## config.mk

```make
export PLATFORM = sky130hd
export DESIGN_NAME = mem_access_ctrl
export DESIGN_NICKNAME = d
export VERILOG_FILES = /design/src/rtl/mem_ctrl_pkg.sv /design/src/rtl/mem_timeout_cnt.sv /design/src/rtl/mem_access_ctrl.sv
export SDC_FILE = /design/constraint.sdc
export NUM_CORES = 1
export LEC_CHECK = 0
export ABC_AREA = 1
export CAP_MARGIN = 25
export CELL_PAD_IN_SITES_DETAIL_PLACEMENT = 1
export CELL_PAD_IN_SITES_GLOBAL_PLACEMENT = 2
export CORE_MARGIN = 8
export CORE_UTILIZATION = 19
export DETAILED_ROUTE_END_ITERATION = 8
export GPL_TIMING_DRIVEN = 0
export HOLD_SLACK_MARGIN = 0.12
export PLACE_DENSITY_LB_ADDON = 0.12
export SLEW_MARGIN = 25
export SYNTH_ARGS = -nofsm -noshare
export SYNTH_HDL_FRONTEND = slang
export SYNTH_SLANG_ARGS = --single-unit
```

## constraint.sdc

```tcl
create_clock -name clk -period 2.8 [get_ports clk]
set_input_delay 0.56 -clock clk [delete_from_list [all_inputs] [get_ports clk]]
set_output_delay 0.56 -clock clk [all_outputs]
set_load 0.01 [all_outputs]
```

## src/rtl/mem_ctrl_pkg.sv

```systemverilog
// Shared types and defaults for the data-memory access controller.
// Latency: n/a (declarations only).
// Backpressure: n/a (declarations only).
package mem_ctrl_pkg;

  // Access sequencer states: waiting for an instruction, access in flight, completion cycle
  typedef enum logic [1:0] {
    IDLE = 2'd0,
    BUSY = 2'd1,
    DONE = 2'd2
  } state_t;

  // Default word-address width presented to data memory
  localparam int MEM_ADDR_W_DEF = 16;

  // Default BUSY-cycle limit before an unanswered access is abandoned
  localparam int MEM_TIMEOUT_DEF = 255;

endpackage

```

## src/rtl/mem_timeout_cnt.sv

```systemverilog
// BUSY-cycle counter: flags the cycle in which an access has waited LIMIT cycles.
// Latency: expired is combinational from the registered count (asserted in the LIMIT-th enabled cycle).
// Backpressure: none; counting saturates at the limit until cleared.
module mem_timeout_cnt #(
  parameter int LIMIT = 255
) (
  input  logic clk,
  input  logic rst,
  input  logic clr,
  input  logic en,
  output logic expired
);

  localparam int CNT_W = (LIMIT > 1) ? $clog2(LIMIT) : 1;
  localparam logic [CNT_W-1:0] LAST = CNT_W'(LIMIT - 1);

  logic [CNT_W-1:0] cnt_q;
  logic [CNT_W-1:0] cnt_d;

  // The count equals the number of enabled cycles already completed, so the
  // LIMIT-th enabled cycle is the one that sees LAST.
  assign expired = en && (cnt_q == LAST);

  // Clear takes priority so the first enabled cycle after a clear starts at zero
  always_comb begin
    cnt_d = cnt_q;
    if (clr) begin
      cnt_d = '0;
    end else if (en && !expired) begin
      cnt_d = cnt_q + 1'b1;
    end
  end

  // Count register
  always_ff @(posedge clk or posedge rst) begin
    if (rst) begin
      cnt_q <= '0;
    end else begin
      cnt_q <= cnt_d;
    end
  end

endmodule

```

## src/rtl/mem_access_ctrl.sv

```systemverilog
// Sequences one load/store from the EXE/MEM register into a registered data-memory request; optional timeout under MEM_ACCESS_TIMEOUT_EN.
// Latency: request registered one cycle after the instruction is seen; result in the DONE cycle right after mem_ack (min 3 cycles per access).
// Backpressure: freeze holds every pipeline stage while the access is pending; mem_ack is the only completion handshake.
module mem_access_ctrl
  import mem_ctrl_pkg::*;
#(
  parameter int ADDR_W         = MEM_ADDR_W_DEF,
  parameter int TIMEOUT_CYCLES = MEM_TIMEOUT_DEF
) (
  input  logic              clk,
  input  logic              rst,
  input  logic              MEM_R_EN,
  input  logic              MEM_W_EN,
  input  logic [31:0]       ALU_result,
  input  logic [31:0]       ST_val,
  output logic              mem_req,
  output logic              mem_we,
  output logic [ADDR_W-1:0] mem_addr,
  output logic [31:0]       mem_wdata,
  input  logic              mem_ack,
  input  logic [31:0]       mem_rdata,
  output logic              freeze,
  output logic [31:0]       read_data,
  output logic              err
);

  state_t state_q, state_d;

  logic              mem_req_q,   mem_req_d;
  logic              mem_we_q,    mem_we_d;
  logic [ADDR_W-1:0] mem_addr_q,  mem_addr_d;
  logic [31:0]       mem_wdata_q, mem_wdata_d;
  logic [31:0]       read_data_q, read_data_d;
  logic              err_q,       err_d;

  logic start;
  logic timeout_hit;

  // Byte offset and bits above the word-address window never reach memory
  logic unused_addr_bits;
  assign unused_addr_bits = ^{ALU_result[31:ADDR_W+2], ALU_result[1:0]};

  assign start = MEM_R_EN | MEM_W_EN;

`ifdef MEM_ACCESS_TIMEOUT_EN
  logic cnt_expired;

  // Count is held at zero outside BUSY so every access starts a fresh window
  mem_timeout_cnt #(
    .LIMIT(TIMEOUT_CYCLES)
  ) u_timeout (
    .clk     (clk),
    .rst     (rst),
    .clr     (state_q != BUSY),
    .en      (state_q == BUSY),
    .expired (cnt_expired)
  );

  // An ack arriving on the limit cycle still wins over the timeout
  assign timeout_hit = cnt_expired & ~mem_ack;
`else
  logic [31:0] unused_timeout_cfg;
  assign unused_timeout_cfg = 32'(TIMEOUT_CYCLES);
  assign timeout_hit        = 1'b0;
`endif

  // State register; reset abandons any in-flight access without reissue
  always_ff @(posedge clk or posedge rst) begin
    if (rst) begin
      state_q <= IDLE;
    end else begin
      state_q <= state_d;
    end
  end

  // Next-state: IDLE -> BUSY on any memory op, BUSY -> DONE on ack/timeout, DONE always returns to IDLE
  always_comb begin
    state_d = state_q;
    case (state_q)
      IDLE:    if (start) state_d = BUSY;
      BUSY:    if (mem_ack || timeout_hit) state_d = DONE;
      DONE:    state_d = IDLE;
      default: state_d = IDLE;
    endcase
  end

  // Output/datapath next values: latch request in IDLE, hold through BUSY, retire on completion
  always_comb begin
    mem_req_d   = mem_req_q;
    mem_we_d    = mem_we_q;
    mem_addr_d  = mem_addr_q;
    mem_wdata_d = mem_wdata_q;
    read_data_d = read_data_q;
    err_d       = 1'b0;
    case (state_q)
      IDLE: begin
        if (start) begin
          mem_req_d   = 1'b1;
          // A simultaneous load+store is issued as a store only
          mem_we_d    = MEM_W_EN;
          mem_addr_d  = ALU_result[ADDR_W+1:2];
          mem_wdata_d = ST_val;
        end
      end
      BUSY: begin
        if (mem_ack || timeout_hit) begin
          mem_req_d = 1'b0;
          mem_we_d  = 1'b0;
          // mem_we_q still identifies the access type during BUSY
          if (!mem_we_q) begin
            read_data_d = mem_ack ? mem_rdata : '0;
          end
          err_d = timeout_hit;
        end
      end
      default: ;
    endcase
  end

  // Registered memory interface, load result and error pulse
  always_ff @(posedge clk or posedge rst) begin
    if (rst) begin
      mem_req_q   <= 1'b0;
      mem_we_q    <= 1'b0;
      mem_addr_q  <= '0;
      mem_wdata_q <= '0;
      read_data_q <= '0;
      err_q       <= 1'b0;
    end else begin
      mem_req_q   <= mem_req_d;
      mem_we_q    <= mem_we_d;
      mem_addr_q  <= mem_addr_d;
      mem_wdata_q <= mem_wdata_d;
      read_data_q <= read_data_d;
      err_q       <= err_d;
    end
  end

  // Stall is combinational so the instruction is held from the very cycle it appears
  assign freeze = ~rst & (((state_q == IDLE) & start) | (state_q == BUSY));

  assign mem_req   = mem_req_q;
  assign mem_we    = mem_we_q;
  assign mem_addr  = mem_addr_q;
  assign mem_wdata = mem_wdata_q;
  assign read_data = read_data_q;
  assign err       = err_q;

endmodule

```

==> impl_results.md, run 1 <==
* Worst setup margin at 0.281 ns
* Max-slew violation count at 0
* H-tree depth at 3
* Number of port buffers at ~170
* Storage cell area at roughly 2100 µm²
* Worst Skew at 0.00589 ns
* HP Class: reg2reg
* TritonRoute pass-1 iters at 4
* Worst setup EP type: output pin
* Worst Path Class, Setup: in2out
* Detailed Route WL at 12,200 µm
* Multi-input gate area at between 1000 and 1500 µm²
* Yosys warning count at 0
* Post-Layout Cell Count at 779
* Worst-Skew Late Latency at 0.34 ns
* Post-CTS Hold Buffers at 0
* Syn_nets at 471
* N_diodes at 0
* Final hold vios at 0
* CP cell instances: clkdlybuf4s50_1 -> inv_1 -> nand2_1 -> nand2_2 -> buf_2 -> a21oi_1 -> dlygate4sd2_1
* Fin Setup TNS at 0 ns
* DR WL/cell at around 16 µm
* Final setup fails at 0
* First-pass GRT wire length at 19,500 µm
* Share of cells above drive strength 1 at 8.12%
* Cell at the slowest stage of the critical path: clkdlybuf4s50_1
* Cell family contributing the most delay on the critical path: buffers and inverters
* Post-synth top area cell: dfrtp_1
* Top post-synthesis cells by area: dfrtp_1 63%, nand2_1 24%, nand3_1 5.1%
* Hold path cells at 2
* RSZ-0062 raised after global routing: no
* Antenna violations before repair at 0
* Vias in the first global route at 3,303
* Netlist Area Pre-Place at 3310 µm²
* CTS tree: built
* Worst VDD drop at between 0.3 and 0.4 mV
* CP required at between 2 and 2.5 ns
* Placed Cells incl. Taps at 763
* Crit-path max cell delay at 0.50 ns
* CTS Buf Count at 9
* Instance count on the critical path at 7
* Post-synthesis cell type count at 15
* CP Data Arrival Time at 1.96 ns
* Leakage at 0.00271 µW
* Io pins at 185
* DP Worst Slack at -0.0316 ns
* Critical path buffer and inverter count at 4
* Clock root buffer: clkbuf_16
* Clk pin slew, worst setup/hold paths at 0.06 ns
* Area Growth Syn to Fin at 69.0%
* Vias per std cell at slightly below 4
* PD cells at 1110 nW/µm²
* Worst-path maximum fanout at 10
* Gr ovfl total at 0
* Post-synthesis sequential area ratio at 63.4%
* Clock Path Buffers at 2
* CP Launch Type: input pin
* Min cycle time layout at approximately 2.5 ns
* Final hold slack at 0.470 ns
* Die area at approximately 22,000 µm²
* Core area at 17,200 µm²
* Post-CTS setup buffer count at 0
* Status: complete, no violations
* Period utilisation layout at between 80% and 90%
* Vias at roughly 3,000
* Gr usage total at 11.6%
* Starting density of the core at 19.3%
* Clock Sinks at 84
* Height of the die at 148 µm
* Drc violations at 0
* Reg2Reg Depth at 5
* Post-DRT Antenna Nets at 0
* DR iter-0 viols at 116
* Number of synthesized register bits at 84
* Mapped Cells at 370
* Fillers at about 2,000
* Gpl congestion at 0.708
* Synth top area share at between 60 and 70%
* Row count at 48
* F_max at 397 MHz
* Final #Nets at 650
* Max-cap viol count at 0
* Largest net degree at the start of global routing at 45
* Chip Width at ~150 µm
* Avg Cell Area, Syn at around 9 µm²
* Detailed Place HPWL at 9160 µm
-- synth_stat cells --
cell type,number
inv_1,6
nor2_4,2
buf_2,10
buf_4,5
dfrtp_1,84
nand2_2,3
conb_1,1
a21oi_1,1
o21ai_0,1
nand3_1,34
nand2_1,213
nor2_1,2
inv_2,2
buf_6,5
nor2_2,1
-- kinds of logic (layout without fill, tap and decap cells) --
group                  count (synthesis)  count (layout)  synth area share [%]
AO/OA/AOI/OAI                          2               2                 0.302
buffers and inverters                 28             212                  5.25
flip-flops                            84              84                  63.4
other                                  1               1                 0.113
AND/OR/NAND/NOR                      255             255                  30.9
-- worst paths after layout --
kind                                      startpoint                         to  slack, ns
max in group asynchronous                        rst  mem_wdata[25]$_DFFE_PP0P_       1.56
min in group asynchronous                        rst     state_q[0]$_DFFE_PP0P_       0.66
hold reg to reg            read_data[26]$_DFFE_PP0P_  read_data[26]$_DFFE_PP0P_       0.47
setup / recovery                            MEM_W_EN                     freeze       0.28
setup reg to reg                  mem_we$_DFFE_PP0P_  read_data[10]$_DFFE_PP0P_       1.57
hold / removal             read_data[26]$_DFFE_PP0P_  read_data[26]$_DFFE_PP0P_       0.47
-- metal layers --
layer  up-vias  track usage, %  wire (µm)
li1       1491               -          -
met1      1410            13.7       5300
met2       103            17.6       5530
met3        10            5.35       1190
met4         0            4.90        196
met5         -               0          0
-- state kept, by name, indices dropped and copies added (netlist names) --
register,cells
mem_req,1
read_data,32
mem_wdata,32
mem_addr,16
state_q,2
mem_we,1
-- per-stage QoR --
step	utilization [%]	instance area, µm²	power [µW]
finish	32.6	5600	6230
global route	32.6	5600	6750
CTS	32.6	5600	6400
detailed placement	30.9	5300	5110
global placement	30.7	5270	5060
floorplan	-	3310	3380
-- where the power goes --
group | switching, µW | internal, µW | total [µW]
Combinational | 1410 | 1470 | 2880
Sequential | 317 | 1790 | 2110
Clock | 502 | 738 | 1240
Total | 2230 | 4000 | 6230
-- cell type report --
class | count | share of cell area, %
buffer | 20 | 2.57
inverter | 8 | 0.625
multi-input combinational | 258 | 18.5
clock buffer | 12 | 4.58
tap | 225 | 5.02
timing repair buffer | 168 | 30.3
sequential | 84 | 37.5
clock inverter | 4 | 0.849
-- layout by cell type (no fill, tap or decap), drive strengths merged --
cell type and count:
clkbuf 12, nand2 216, inv 8, clkdlybuf4s50 166, o21ai 1, dlygate4sd2 1, conb 1, bufinv 1
clkinvlp 1, nor2 5, dfrtp 84, nand3 34, clkinv 2, buf 21, a21oi 1
-- worst min-delay path: stages (launching register included) --
cell and delay (ns):
dfrtp_1 0.34, nand2_1 0.05, nand2_1 0.05
-- timing repair --
item	4_1_cts	5_1_grt
resized for setup	1	0
endpoints found under the hold margin	0	0
setup endpoints to repair	1	0
(Power assumes the default switching activity.)
==> run 2: changes to the inputs <==
CORE_UTILIZATION = 21   (was 19)
clock period = 2.35 ns   (was 2.8 ns; I/O delays follow)
==> impl_results.md, run 2 (synthesis results as in run 1) <==
* Antenna violations before repair at 0 (unchanged)
* Vias at 3,047 (was 3,014)
* Min cycle time layout at 2.07 ns
* CP required at 1.88 ns (was 2.24 ns)
* Psw at 2630 µW (was 2230 µW)
* Reg2Reg Setup Slack at 1.00 ns (was 1.57 ns)
* Clock Path Buffers at 2 (unchanged)
* Clock root buffer: clkbuf_16 (unchanged)
* Share of power burned in combinational logic at 45.5% (was 46.2%)
* CP Launch Type: input pin (unchanged)
* Tot Pwr at 7550 µW (was 6230 µW)
* Part of the power in registers at 33.3% (was 33.9%)
* Share of cells above drive strength 1 at 8.63% (was 8.12%)
* Io pins at 185 (unchanged)
* H-tree depth at 3 (unchanged)
* Max-slew violation count at 0 (unchanged)
* Hold EP: read_data[16]$_DFFE_PP0P_ (was read_data[26]$_DFFE_PP0P_)
* Worst Skew at 0.00454 ns (was 0.00589 ns)
* Gr ovfl total at 0 (unchanged)
* Final setup fails at 0 (unchanged)
* Worst VDD drop at 0.397 mV (was 0.343 mV)
* Worst Path Class, Setup: in2out (unchanged)
* CTS tree: built (unchanged)
* Area Growth Syn to Fin at 71.1% (was 69.0%)
* RSZ-0062 raised after global routing: no (unchanged)
* DP Area at 5330 µm² (was 5300 µm²)
* Hold path cells at 2 (unchanged)
* DR iter-0 viols at 144 (was 116)
* Worst-Skew Late Latency at 0.34 ns (about the same)
* Final #Nets at 652 (was 650)
* Reg2Reg Depth at 6 (was 5)
* Largest net degree at the start of global routing at 29 (was 45)
* Most common cell after layout, fill and taps aside: nand2_1 (unchanged)
* Die area at 20,100 µm² (was 21,900 µm²)
* HP Class: reg2reg (unchanged)
* Clock network power share at 21.2% (was 19.9%)
* Max-cap viol count at 0 (unchanged)
* Detailed Route WL at 11,800 µm (was 12,200 µm)
* Starting density of the core at 21.2% (was 19.3%)
* Worst-path maximum fanout at 3 (was 10)
* Met2 GRT Util at 18.3% (was 17.6%)
* Clock Sinks at 84 (unchanged)
* Detailed Place HPWL at 8830 µm (was 9160 µm)
* DR WL/cell at 15.3 µm (was 15.7 µm)
* Switching Share at 34.9% (was 35.8%)
* Leakage at 0.00275 µW (was 0.00271 µW)
* N_diodes at 0 (unchanged)
* Final Cell Area at 5670 µm² (was 5600 µm²)
* Chip Width at 142 µm (was 148 µm)
* F_max at around 480 MHz
* Drc violations at 0 (unchanged)
* Gr usage total at 12.2% (was 11.6%)
* Worst setup EP type: output pin (unchanged)
* Row count at 46 (was 48)
* Vias per std cell at 3.95 (was 3.87)
* Clk pin slew, worst setup/hold paths at 0.06 ns (about the same)
* Gpl congestion at 0.665 (was 0.708)
* Internal power at 4920 µW (was 4000 µW)
* CP Data Arrival Time at 1.60 ns (was 1.96 ns)
* Reg2reg end: mem_addr[8]$_DFFE_PP0P_ (was read_data[10]$_DFFE_PP0P_)
* Reg-to-reg critical path startpoint: state_q[1]$_DFFE_PP0P_ (was mem_we$_DFFE_PP0P_)
* Number of port buffers at 167 (unchanged)
* Post-CTS Hold Buffers at 0 (unchanged)
* CTS Buf Count at 9 (unchanged)
* Post-DRT Antenna Nets at 0 (unchanged)
* M3 GR Usage at 7.56% (was 5.35%)
* Vias in the first global route at 3,447 (was 3,303)
* First-pass GRT wire length at 18,900 µm (was 19,500 µm)
* Final hold vios at 0 (unchanged)
* PD cells at 1330 nW/µm² (was 1110 nW/µm²)
* TritonRoute pass-1 iters at 4 (unchanged)
* Met1 Use GR at 14.0% (was 13.7%)
* Core area at 15,700 µm² (was 17,200 µm²)
* HP Start: read_data[16]$_DFFE_PP0P_ (was read_data[26]$_DFFE_PP0P_)
* Commonest cells after routing, fill and taps aside: 213 x nand2_1, 166 x clkdlybuf4s50_1, 84 x dfrtp_1 (unchanged)
* Height of the die at 142 µm (was 148 µm)
* GRT Max-Usage Layer: met2 (unchanged)
* Status: complete, no violations (unchanged)
* Period utilisation layout at between 80% and 90%
-- run 2: changes by cell type in the layout (fill, tap and decap cells not counted), sizes merged --
cell    before  now
inv          8    7
bufinv       1    2
buf         21   23
-- run 2: worst max-delay path by stage --
stage | startpoint | to | slack [ns]
after global routing | MEM_W_EN | freeze | 0.19
after CTS | MEM_W_EN | freeze | 0.27
after floorplan | state_q[1]$_DFFE_PP0P_ | freeze | 0.85
after detailed placement | MEM_W_EN | freeze | -0.30
after global placement | MEM_W_EN | freeze | -0.28
final | MEM_W_EN | freeze | 0.28
-- run 2: layout make-up --
| class | count | area [µm²] |
|---|---|---|
| Timing Repair Buffer | 171 | 1750 |
| Inverter | 8 | 33.8 |
| Multi-Input combinational cell | 258 | 1040 |
| Sequential cell | 84 | 2100 |
| Clock inverter | 4 | 70.1 |
| Fill cell | 1795 | 9980 |
| Buffer | 19 | 139 |
| Clock buffer | 12 | 267 |
| Tap cell | 216 | 270 |
-- run 2: power by group through the flow --
stage | sequential (µW) | clock, µW | combinational [µW]
after global routing | 2620 | 1720 | 3820
after detailed placement | 2530 | 0 | 3540
after CTS | 2530 | 1670 | 3560
after global placement | 2520 | 0 | 3470
final | 2510 | 1600 | 3430
after floorplan | 2830 | 0 | 1190
-- run 2: metrics by stage --
step	std cells	setup WS (ns)	util [%]	hold slack, ns	TNS, ns
after detailed placement	756	-0.299	34.0	0.461	-0.299
after global routing	772	0.188	36.2	0.495	0
final	772	0.281	36.2	0.468	0
after global placement	753	-0.279	33.6	0.455	-21.08
after CTS	772	0.271	36.2	0.477	0
after floorplan	370	0.854	-	0.506	0
-- run 2: critical path: stages --
cell and delay (ns):
clkdlybuf4s50_1 0.51, inv_1 0.05, nand2_1 0.10, nand2_4 0.07, a21oi_1 0.12, dlygate4sd2_1 0.28
-- run 2: layer usage --
| layer | part of all wire [%] | up-vias |
|---|---|---|
| li1 | - | 1485 |
| met1 | 42 | 1449 |
| met2 | 44 | 105 |
| met3 | 13 | 8 |
| met4 | 0.98 | 0 |
| met5 | 0 | - |
-- run 2: repair_timing --
action                                  CTS  global route
buffers inserted                          1             0
resized for setup                         2             0
endpoints found under the setup margin    1             0
==> run 3: changes to the inputs <==
CORE_ASPECT_RATIO = 0.9   (was not set)
==> impl_results.md, run 3 (synthesis results as in run 1) <==
* Worst Path Class, Setup: in2out (unchanged)
* Post-CTS Hold Buffers at 0 (unchanged)
* Storage cell area at 2100 µm² (unchanged)
* Antenna violations before repair at 0 (unchanged)
* Row count at 43 (was 46)
* Status: complete, no violations (unchanged)
* Final #Nets at 652 (unchanged)
* Detailed Place HPWL at 9100 µm (was 8830 µm)
* Worst-path maximum fanout at 16 (was 3)
* TritonRoute pass-1 iters at 4 (unchanged)
* H-tree depth at 3 (unchanged)
* Tot Pwr at 7280 µW (was 7550 µW)
* Io pins at 185 (unchanged)
* CTS Buf Count at 9 (unchanged)
* Share of cells above drive strength 1 at 8.29% (was 8.63%)
* Height of the die at 135 µm (was 142 µm)
* Max-cap viol count at 0 (unchanged)
* CP Data Arrival Time at 1.71 ns (was 1.60 ns)
* Drc violations at 0 (unchanged)
* CTS tree: built (unchanged)
* Worst Skew at 0.00654 ns (was 0.00454 ns)
* Post-DRT Antenna Nets at 0 (unchanged)
* First-pass GRT wire length at 19,100 µm (was 18,900 µm)
* N_diodes at 0 (unchanged)
* CP Launch Type: input pin (unchanged)
* Max-slew violation count at 0 (unchanged)
* RSZ-0062 raised after global routing: no (unchanged)
* Number of port buffers at 167 (unchanged)
* Gr usage total at 12.3% (was 12.2%)
* Fillers at 1,768 (was 1,795)
* Period utilisation layout at 92.7% (was 88.0%)
* Reg2Reg Depth at 5 (was 6)
* Clock root buffer: clkbuf_16 (unchanged)
* F_max at 459 MHz (was 483 MHz)
* Leakage at 0.00273 µW (was 0.00275 µW)
* Fin Setup TNS at 0 ns (unchanged)
* PD cells at 1290 nW/µm² (was 1330 nW/µm²)
* Min cycle time layout at 2.18 ns (was 2.07 ns)
* CP required at 1.88 ns (about the same)
* HP Class: reg2reg (unchanged)
* Vias at 3,059 (was 3,047)
* Multi-input gate area at 1040 µm² (unchanged)
* Gr ovfl total at 0 (unchanged)
* Chip Width at 148 µm (was 142 µm)
* Final setup fails at 0 (unchanged)
* Starting density of the core at 21.5% (was 21.2%)
* Worst-Skew Late Latency at 0.34 ns (about the same)
* Largest net degree at the start of global routing at 21 (was 29)
* Clock Path Buffers at 2 (unchanged)
* Core area at 15,400 µm² (was 15,700 µm²)
* Commonest cells after routing, fill and taps aside: 213 x nand2_1, 166 x clkdlybuf4s50_1, 84 x dfrtp_1 (unchanged)
* Worst setup EP type: output pin (unchanged)
* Die area at 20,100 µm² (about the same)
* Detailed Route WL at 11,900 µm (was 11,800 µm)
* Final hold vios at 0 (unchanged)
* DR iter-0 viols at 81 (was 144)
* Worst VDD drop at 0.656 mV (was 0.397 mV)
* Most common cell after layout, fill and taps aside: nand2_1 (unchanged)
* Clk pin slew, worst setup/hold paths at 0.06 ns (about the same)
* DR WL/cell at 15.7 µm (was 15.3 µm)
* Vias in the first global route at 3,361 (was 3,447)
* Clock Sinks at 84 (unchanged)
* Area Growth Syn to Fin at 69.7% (was 71.1%)
* Hold path cells at 2 (unchanged)
* Gpl congestion at 0.728 (was 0.665)
* Vias per std cell at 4.04 (was 3.95)
-- run 3: routing by layer --
layer	part of all wire [%]	track usage, %
met2	46	19.5
met3	9.3	6.21
met4	0.97	4.07
met1	43	14.3
met5	0	0
-- run 3: worst paths after layout --
path	slack (ns)	from	to
setup / recovery	0.17	MEM_W_EN	freeze
hold / removal	0.47	read_data[19]$_DFFE_PP0P_	read_data[19]$_DFFE_PP0P_
setup reg to reg	1.09	state_q[1]$_DFFE_PP0P_	mem_addr[3]$_DFFE_PP0P_
hold reg to reg	0.47	read_data[19]$_DFFE_PP0P_	read_data[19]$_DFFE_PP0P_
max in group asynchronous	1.18	rst	read_data[2]$_DFFE_PP0P_
min in group asynchronous	0.55	rst	mem_addr[7]$_DFFE_PP0P_
-- run 3: area by class of cell --
type                            count  share of cell area [%]
Inverter                            8                   0.601
Timing Repair Buffer              171                    31.7
Buffer                             19                    2.47
Sequential cell                    84                    37.4
Clock buffer                       13                    4.63
Multi-Input combinational cell    258                    18.6
Clock inverter                      2                   0.178
Tap cell                          202                    4.49
-- run 3: per-stage QoR --
| step | utilization (%) | hold slack, ns | cell area, µm² | instances | setup slack (ns) |
|---|---|---|---|---|---|
| floorplan | - | 0.506 | 3320 | 370 | 0.854 |
| finish | 36.4 | 0.471 | 5620 | 757 | 0.172 |
| global placement | 34.0 | 0.453 | 5240 | 739 | -0.315 |
| CTS | 36.4 | 0.475 | 5620 | 757 | 0.0506 |
| detailed placement | 34.7 | 0.460 | 5350 | 743 | -0.344 |
| global route | 36.4 | 0.493 | 5620 | 757 | 0.0502 |
-- run 3: what timing repair did --
item / in CTS / in global routing
hold endpoints to repair: 0 / 0
endpoints found under the setup margin: 1 / 1
pin swaps: 0 / 0
resized for setup: 3 / 1
setup buffers: 0 / 0
-- run 3: report_power, final --
part	total [µW]	internal (µW)	switching (µW)
Clock	1330	766	560
Sequential	2510	2140	376
Combinational	3440	1760	1670
-- run 3: worst max-delay path, stage by stage --
cell	delay (ns)
clkdlybuf4s50_1	0.51
inv_1	0.05
nand2_1	0.10
nand2_4	0.15
a21oi_1	0.17
clkdlybuf4s15_2	0.25
